File: src/rtl/pingpong_block_drain_pkg.sv
// Shared definitions for the ping-pong block drain stage: FSM encoding and
// a counter-width helper.
package pingpong_block_drain_pkg;

    typedef enum logic [1:0] {
        ST_IDLE    = 2'd0,
        ST_READ    = 2'd1,
        ST_DRAIN   = 2'd2,
        ST_RELEASE = 2'd3
    } drain_state_e;

    // Bits needed for a counter that must hold the value n itself.
    function automatic int cnt_width(input int n);
        return (n < 1) ? 1 : $clog2(n + 1);
    endfunction

endpackage

File: src/rtl/pingpong_drain_skid_fifo.sv
// Two-entry {data,last} skid FIFO with occupancy output. Push and pop in the
// same cycle leave the count unchanged; the head is stable while not popped.
module pingpong_drain_skid_fifo #(
    parameter int DataWidth = 32
) (
    input  logic                 clk,
    input  logic                 reset,
    input  logic                 push_i,
    input  logic [DataWidth-1:0] push_data_i,
    input  logic                 push_last_i,
    input  logic                 pop_i,
    output logic                 valid_o,
    output logic [DataWidth-1:0] head_data_o,
    output logic                 head_last_o,
    output logic [1:0]           count_o
);

    logic [DataWidth-1:0] data_q [2];
    logic [1:0]           last_q;
    logic                 wr_ptr_q;
    logic                 rd_ptr_q;
    logic [1:0]           count_q;
    logic                 do_push;
    logic                 do_pop;

    assign do_pop  = pop_i && (count_q != 2'd0);
    // A push into a full FIFO is only legal when the head leaves this cycle.
    assign do_push = push_i && ((count_q != 2'd2) || do_pop);

    always_ff @(posedge clk) begin
        if (reset) begin
            data_q[0] <= '0;
            data_q[1] <= '0;
            last_q    <= '0;
            wr_ptr_q  <= 1'b0;
            rd_ptr_q  <= 1'b0;
            count_q   <= 2'd0;
        end else begin
            if (do_push) begin
                data_q[wr_ptr_q] <= push_data_i;
                last_q[wr_ptr_q] <= push_last_i;
                wr_ptr_q         <= ~wr_ptr_q;
            end
            if (do_pop) begin
                rd_ptr_q <= ~rd_ptr_q;
            end
            count_q <= count_q + {1'b0, do_push} - {1'b0, do_pop};
        end
    end

    assign valid_o     = (count_q != 2'd0);
    assign head_data_o = data_q[rd_ptr_q];
    assign head_last_o = last_q[rd_ptr_q];
    assign count_o     = count_q;

endmodule

File: src/rtl/pingpong_block_drain.sv
// Consumer stage for the ping-pong channel: reads one committed buffer in
// address order, streams it out with a last marker, then releases it.
// Optional block checksum output is enabled with the BLOCK_SUM_EN macro.
module pingpong_block_drain
    import pingpong_block_drain_pkg::*;
#(
    parameter int DataWidth    = 32,
    parameter int AddressWidth = 3,
    parameter int BlockLen     = 8,
    localparam int CntW        = cnt_width(BlockLen)
) (
    input  logic                    clk,
    input  logic                    reset,
    input  logic                    t_empty_n,
    output logic                    t_ce,
    output logic                    t_read,
    output logic                    t_ce0,
    output logic                    t_we0,
    output logic [AddressWidth-1:0] t_address0,
    output logic [DataWidth-1:0]    t_d0,
    input  logic [DataWidth-1:0]    t_q0,
    output logic [DataWidth-1:0]    out_data,
    output logic                    out_valid,
    input  logic                    out_ready,
    output logic                    out_last,
`ifdef BLOCK_SUM_EN
    output logic [DataWidth-1:0]    sum_data,
    output logic                    sum_valid,
`endif
    output logic [1:0]              dbg_state_o,
    output logic [CntW-1:0]         dbg_sent_o
);

    // Stream handshake: a word transfers on a cycle with out_valid & out_ready;
    // out_valid never drops and out_data/out_last never change until it does.

    localparam logic [AddressWidth-1:0] LastAddr = AddressWidth'(BlockLen - 1);

    drain_state_e          state_q, state_d;
    logic [AddressWidth-1:0] rd_addr_q, rd_addr_d;
    logic [CntW-1:0]       sent_q, sent_d;
    logic                  inflight_q;
    logic                  inflight_last_q;
    logic [1:0]            fifo_count;
    logic                  fifo_valid;
    logic                  fifo_last;
    logic [DataWidth-1:0]  fifo_data;
    logic [2:0]            occupancy;
    logic                  out_hs;
    logic                  credit_ok;
    logic                  issue;
    logic                  issue_last;

    assign out_hs    = fifo_valid && out_ready;
    // Words queued plus the read in flight may not exceed the FIFO depth,
    // counting the slot freed by a handshake in the same cycle.
    assign occupancy = {1'b0, fifo_count} + {2'b00, inflight_q};
    assign credit_ok = (occupancy < 3'd2) || ((occupancy == 3'd2) && out_hs);
    assign issue      = (state_q == ST_READ) && credit_ok;
    assign issue_last = issue && (rd_addr_q == LastAddr);

    always_comb begin
        state_d   = state_q;
        rd_addr_d = rd_addr_q;
        sent_d    = sent_q;
        t_ce      = 1'b0;
        t_read    = 1'b0;
        if (out_hs) begin
            sent_d = sent_q + CntW'(1);
        end
        case (state_q)
            ST_IDLE: begin
                if (t_empty_n) begin
                    state_d = ST_READ;
                end
            end
            ST_READ: begin
                if (issue_last) begin
                    state_d = ST_DRAIN;
                end else if (issue) begin
                    rd_addr_d = rd_addr_q + AddressWidth'(1);
                end
            end
            ST_DRAIN: begin
                if (out_hs && fifo_last) begin
                    state_d = ST_RELEASE;
                end
            end
            ST_RELEASE: begin
                t_ce      = 1'b1;
                t_read    = 1'b1;
                rd_addr_d = '0;
                sent_d    = '0;
                state_d   = ST_IDLE;
            end
            default: begin
                state_d = ST_IDLE;
            end
        endcase
    end

    always_ff @(posedge clk) begin
        if (reset) begin
            state_q         <= ST_IDLE;
            rd_addr_q       <= '0;
            sent_q          <= '0;
            inflight_q      <= 1'b0;
            inflight_last_q <= 1'b0;
        end else begin
            state_q         <= state_d;
            rd_addr_q       <= rd_addr_d;
            sent_q          <= sent_d;
            inflight_q      <= issue;
            inflight_last_q <= issue_last;
        end
    end

    // Memory data arrives one cycle after the read and is pushed immediately.
    pingpong_drain_skid_fifo #(
        .DataWidth (DataWidth)
    ) u_skid (
        .clk         (clk),
        .reset       (reset),
        .push_i      (inflight_q),
        .push_data_i (t_q0),
        .push_last_i (inflight_last_q),
        .pop_i       (out_ready),
        .valid_o     (fifo_valid),
        .head_data_o (fifo_data),
        .head_last_o (fifo_last),
        .count_o     (fifo_count)
    );

    assign t_ce0      = issue;
    assign t_address0 = issue ? rd_addr_q : '0;
    assign t_we0      = 1'b0;
    assign t_d0       = '0;
    assign out_valid  = fifo_valid;
    assign out_data   = fifo_data;
    assign out_last   = fifo_last;

`ifdef BLOCK_SUM_EN
    logic [DataWidth-1:0] acc_q;

    always_ff @(posedge clk) begin
        if (reset || (state_q == ST_RELEASE)) begin
            acc_q <= '0;
        end else if (out_hs) begin
            acc_q <= acc_q + fifo_data;
        end
    end

    assign sum_valid = (state_q == ST_RELEASE);
    assign sum_data  = sum_valid ? acc_q : '0;
`endif

    assign dbg_state_o = state_q;
    assign dbg_sent_o  = sent_q;

endmodule

File: config.mk
export PLATFORM = sky130hd
export DESIGN_NAME = pingpong_block_drain
export DESIGN_NICKNAME = d
export VERILOG_FILES = /design/src/rtl/pingpong_block_drain_pkg.sv /design/src/rtl/pingpong_drain_skid_fifo.sv /design/src/rtl/pingpong_block_drain.sv
export SDC_FILE = /design/constraint.sdc
export NUM_CORES = 1
export LEC_CHECK = 0
export ABC_AREA = 1
export CORE_MARGIN = 2
export CORE_UTILIZATION = 30
export CTS_BUF_LIST = sky130_fd_sc_hd__clkbuf_16
export CTS_CLUSTER_DIAMETER = 100
export DETAILED_ROUTE_END_ITERATION = 10
export PLACE_DENSITY = 0.55
export REMOVE_ABC_BUFFERS = 1
export SLEW_MARGIN = 40
export SYNTH_ARGS = -nofsm -noshare
export SYNTH_HDL_FRONTEND = slang
export SYNTH_SLANG_ARGS = --single-unit
File: constraint.sdc
create_clock -name clk -period 3.6 [get_ports clk]
set_input_delay 0.72 -clock clk [delete_from_list [all_inputs] [get_ports clk]]
set_output_delay 0.72 -clock clk [all_outputs]
set_load 0.03 [all_outputs]
==> reports/results.tsv, run 1 <==
metric	value	unit
first_iter_violations	117	
grt_first_pass_wirelength	12600	microns
fp-row-count	42	
slew_viol_final	0	
cts_hold_buf	0	
clockBufferDepth	2	
setup.worst_path.end_class	output pin	
clk_pin_slew_worst_paths	0.07	ns
status	completed	
path_class	in -> out	
die_x	119	microns
p_sw	1110	uW
leakage	0.00219	uW
routed_wl	7840	microns
crit_path_max_fanout	6	
hpwl	4930	microns
clk_latency	0.34	ns
hold_path.class	reg -> reg	
place_area	0.00486	sq mm
drive_above_1_share	0.156	
synth_cell_types	30	
setup_ws	0.424	ns
nNetsFinal	505	
grt_pass1_vias	2645	
syn2layout_area_growth	29.1	%
start_util	0.304	
swShare	0.352	
grt_max_degree	35	
gp_congestion	0.735	
period_needed	3.18	ns
internal_power	2050	uW
cts_max_level	3	
numPortBuffers	81	
p_seq_frac	0.375	
clkPwrFrac	0.280	
syn_area_per_cell	10.7	sq um
ys.flop_type	edfxtp_1	
rsz0062_at_grt	false	
cts_tree	done	
core_area	0.0131	sq mm
power	3160	uW
wl_per_cell	12.3	microns
fillers	1256	
grt_overflow	0	
ys_ff_latch	82	
startpoint_type	primary input	
finalCritPeriodShare	0.882	
vias	2630	
ant_nets	0	
clock_skew	0.00640	ns
p_per_area	614	mW/mm^2
die_height	119	microns
p_comb_frac	0.345	
cts_inserted_buffers	9	
root_buffer	clkbuf_16	
dr.pass1.iters	4	
num_antenna_cells	0	
vias_per_cell	4.12	
required	2.88	ns
post_cts_buffers	0	
clock-sinks	82	
syn_inst	373	
dieArea	0.0142	sq mm
pin_count	115	
final-setup-viol-count	0	
setup_tns	0	ns
antenna_found_initial	0	
maxCapViolations	0	
final_cell_mix	80 x nor2_1, 78 x clkdlybuf4s50_1, 64 x edfxtp_1, 60 x inv_1, 33 x conb_1	
design_area	0.00514	sq mm
synth-seq-area-share	0.573	
async_flop_share	0	
synthesis.area	0.00398	sq mm
post_cts_resized	0	
track_usage	0.116	
layout_commonest_cell	nor2_1	
hold_violations	0	
yosys_warnings	0	
synth_edf_count	64	
fmax	315	MHz
peakVddDrop	0.000230	V
dpl_worst_slack	0.408	ns
worstPathArrival	2.46	ns
drc	0	
final timing paths:
kind                                  endpoint  slack [ns]                    startpoint  cells after the start
setup / recovery                         t_ce0        0.42                     out_ready                      8
hold / removal      dbg_sent_o[3]$_SDFFE_PP0P_        0.47    dbg_sent_o[3]$_SDFFE_PP0P_                      2
setup reg to reg  u_skid.count_o[1]$_SDFF_PP0_        1.87  u_skid.count_o[1]$_SDFF_PP0_                      9
hold reg to reg     dbg_sent_o[3]$_SDFFE_PP0P_        0.47    dbg_sent_o[3]$_SDFFE_PP0P_                      2
power by group through the flow:
stage,clock (uW),combinational (uW),sequential [uW]
floorplan,0,650,1260
global placement,0,1090,1200
detailed placement,0,1100,1210
CTS,910,1110,1190
global route,949,1180,1200
finish,884,1090,1190
cells in the mapped netlist, types with 2 or more instances:
library cell / number / share of area
nor2_1: 80 / 0.075
edfxtp_1: 64 / 0.48
inv_1: 60 / 0.057
buf_4: 34 / 0.064
mux2_2: 30 / 0.085
nand2_1: 20 / 0.019
dfxtp_1: 18 / 0.090
ha_1: 12 / 0.038
buf_2: 10 / 0.013
a21oi_1: 9 / 0.011
nand3_1: 5 / 0.0063
o21ai_0: 5 / 0.0063
nand3_2: 4 / 0.010
inv_2: 2 / 0.0019
mux2_1: 2 / 0.0057
nand2_2: 2 / 0.0031
nor2_2: 2 / 0.0031
o22ai_1: 2 / 0.0031
sequential cells by signal (all words and copies together), names as in the netlist, named ones only:
register and count:
dbg_sent_o 4, dbg_state_o 2, inflight_last_q 1, inflight_q 1, rd_addr_q 3, u_skid.count_o 2
u_skid.data_q 64, u_skid.last_q 2, u_skid.rd_ptr_q 1, u_skid.wr_ptr_q 1
metal layers:
metal	wire length [microns]	share of wire	global-route usage	vias up
met5	0	0	0	-
met4	77	0.0098	0.0357	0
met1	3520	0.45	0.136	1237
met2	3760	0.48	0.200	92
li1	-	-	-	1294
met3	480	0.061	0.0378	7
per-stage QoR:
stage          hold slack (ns)  instances  utilization
6_report                 0.473        638        0.393
4_1_cts                  0.479        638        0.393
3_5_place_dp             0.467        622        0.371
3_3_place_gp             0.463        622        0.371
5_1_grt                  0.525        638        0.393
2_1_floorplan            0.451        359            -
logic make-up (layout without fill, tap and decap cells):
| logic type | Yosys count | in the layout | share of synthesized area |
|---|---|---|---|
| AND/OR/NAND/NOR | 118 | 118 | 0.127 |
| buffers and inverters | 108 | 165 | 0.139 |
| flip-flops | 82 | 82 | 0.573 |
| multiplexers | 32 | 32 | 0.0905 |
| AO/OA/AOI/OAI | 19 | 19 | 0.0301 |
| adder cells (fa/ha/maj) | 12 | 12 | 0.0377 |
| other | 1 | 33 | 0.000941 |
| XOR/XNOR | 1 | 1 | 0.00220 |
critical path, cell delays in order:
cell and delay [ns]:
clkdlybuf4s50_1 0.47, inv_1 0.06, nor2_2 0.13, nand2_1 0.08
nand2_2 0.09, nand2_1 0.14, inv_1 0.09, clkdlybuf4s50_1 0.67
cell type report:
class | instances | area (sq um) | area share
Inverter | 62 | 233 | 0.0453
Clock inverter | 7 | 61.3 | 0.0119
Multi-Input combinational cell | 215 | 1270 | 0.247
Timing Repair Buffer | 87 | 848 | 0.165
Sequential cell | 82 | 2280 | 0.444
Clock buffer | 9 | 225 | 0.0438
Tap cell | 176 | 220 | 0.0428
(Power assumes the default switching activity.)
==> run 2: changes to the inputs <==
SKIP_CTS_REPAIR_TIMING = 1   (was default)
==> results of run 2 <==
Same layout as run 1: the final DEF is identical, and so are final timing and power.
==> run 3: changes to the inputs <==
clock period = 3.7 ns   (was 3.6 ns; I/O delays follow)
==> run 3 against run 2 <==
Utilization rose by 0.26 points. Hold slack got worse by 0.0051 ns. Sequential power barely moved. Largest cell class unchanged. Sequential cell count did not move. Global-route usage barely moved. Register-to-register slack improved by 0.06 ns. Sequential share of layout area fell by 0.24 points. Count of clock-buffer cells in the layout did not move. Clock power rose by 7.0%. Critical path type unchanged. First-iteration DRC count rose by 26%. Die area did not move. Cell count fell by 0.31%. Highest routed layer unchanged.
==> reports/results.tsv, run 3 (synthesis results as in run 1) <==
metric	value	unit	change
maxCapViolations	0		unchanged
utilization	0.396		+0.00258
clk_latency	0.33	ns	about the same
routed_wl	7820	microns	-0.24%
fp-row-count	42		unchanged
clk_pin_slew_worst_paths	0.06	ns	about the same
grt_overflow	0		unchanged
place_area	0.00486	sq mm	about the same
clkPwrFrac	0.300		+0.020
dieArea	0.0142	sq mm	unchanged
worstPathArrival	2.53	ns	+0.07 ns
p_per_area	609	mW/mm^2	-0.79%
wl_per_cell	12.3	microns	about the same
grt_first_pass_wirelength	12700	microns	+0.28%
p_seq_frac	0.381		+0.006
num_antenna_cells	0		unchanged
leakage	0.00219	uW	about the same
crit_buf_inv	3		-1
instances_no_fill	636		-0.31%
cts_inserted_buffers	9		unchanged
top_register	u_skid.data_q		
status	completed		
drive_above_1_share	0.146		-0.0102
critical-path-top-delay-family	buffers and inverters		
final-setup-viol-count	0		unchanged
required	2.96	ns	+0.08 ns
layout_commonest_cell	clkdlybuf4s50_1		
setup.worst_path.end_class	output pin		
syn2layout_area_growth	29.9	%	
hold_violations	0		unchanged
setup_tns	0	ns	unchanged
ant_nets	0		unchanged
start_util	0.304		unchanged
cts_tree	done		
rsz0062_at_grt	false		
die_height	119	microns	unchanged
finalCritPeriodShare	0.883		
vias	2651		+0.80%
hold_path.class	reg -> reg		
design_area	0.00518	sq mm	+0.66%
path_cells	clkdlybuf4s50_1 -> inv_1 -> nor2_2 -> nand2_1 -> nand2_2 -> nand2_1 -> nor2_1 -> clkdlybuf4s50_1		
peakVddDrop	0.000241	V	+4.8%
fillers	1278		+1.8%
final_cell_mix	81 x clkdlybuf4s50_1, 80 x nor2_1, 64 x edfxtp_1, 60 x inv_1, 33 x conb_1		
grt_max_degree	35		unchanged
p_sw	1040	uW	-6.2%
numPortBuffers	81		unchanged
track_usage	0.115		-0.000319
clock_skew	0.00867	ns	+0.00227 ns
critPathSlowestCell	clkdlybuf4s50_1		
clock-sinks	82		unchanged
antenna_found_initial	0		unchanged
internal_power	2110	uW	+3.2%
pin_count	115		unchanged
clockBufferDepth	2		unchanged
drc	0		unchanged
slew_viol_final	0		unchanged
nNetsFinal	504		-0.20%
startpoint_type	primary input		
path_class	in -> out		
gp_congestion	0.714		-3.0%
core_area	0.0131	sq mm	unchanged
largest_reg_flops	64		unchanged
dr.pass1.iters	4		unchanged
fmax	306	MHz	
crit_path_max_fanout	6		unchanged
vias_per_cell	4.17		+1.1%
swShare	0.330		-0.0214
die_x	119	microns	unchanged
root_buffer	clkbuf_16		
grt_pass1_vias	2595		-1.9%
hpwl	4980	microns	+1.0%
cts_max_level	3		unchanged
period_needed	3.27	ns	
slowest_delay	0.69	ns	+0.02 ns
p_comb_frac	0.319		-0.026
first_iter_violations	147		+26%
dp_cells	621		-0.16%
## run 3: power by group through the flow
stage / combinational (uW) / clock, uW / sequential [uW]
3_5_place_dp: 1010 / 0 / 1230
6_report: 1010 / 946 / 1200
4_1_cts: 1020 / 977 / 1210
3_3_place_gp: 1000 / 0 / 1220
5_1_grt: 1090 / 1030 / 1230
2_1_floorplan: 632 / 0 / 1220
## run 3: worst paths after layout
check	startpoint	to	slack [ns]	cells after the start
hold / removal	dbg_sent_o[3]$_SDFFE_PP0P_	dbg_sent_o[3]$_SDFFE_PP0P_	0.47	2
hold reg to reg	dbg_sent_o[3]$_SDFFE_PP0P_	dbg_sent_o[3]$_SDFFE_PP0P_	0.47	2
setup reg to reg	u_skid.count_o[0]$_SDFF_PP0_	u_skid.data_q[1][19]$_SDFFCE_PN0P_	1.93	7
setup / recovery	out_ready	t_address0[2]	0.43	8
## run 3: layout make-up
type                            instances  area, sq um  area share
Sequential cell                        82         2290       0.442
Inverter                               62          233      0.0450
Clock buffer                            9          225      0.0435
Tap cell                              176          220      0.0425
Multi-Input combinational cell        215         1270       0.246
Clock inverter                          6         92.6      0.0179
Timing Repair Buffer                   86          848       0.164
## run 3: routing by layer
metal  wire, microns  track usage
met2            3700        0.195
met4              57       0.0290
met1            3490        0.141
met3             581       0.0393
met5               0            0
## run 3: tightest hold or removal path, stage by stage, from the launching register on
cell and delay, ns:
dfxtp_1 0.31, inv_1 0.06, a21oi_1 0.05
## run 3: stage by stage
step                setup slack (ns)  hold WS, ns  power [uW]
floorplan                       1.08        0.451        1850
global placement               0.449        0.460        2220
detailed placement             0.390        0.462        2240
CTS                            0.396        0.471        3210
global route                   0.317        0.512        3340
finish                         0.433        0.468        3150
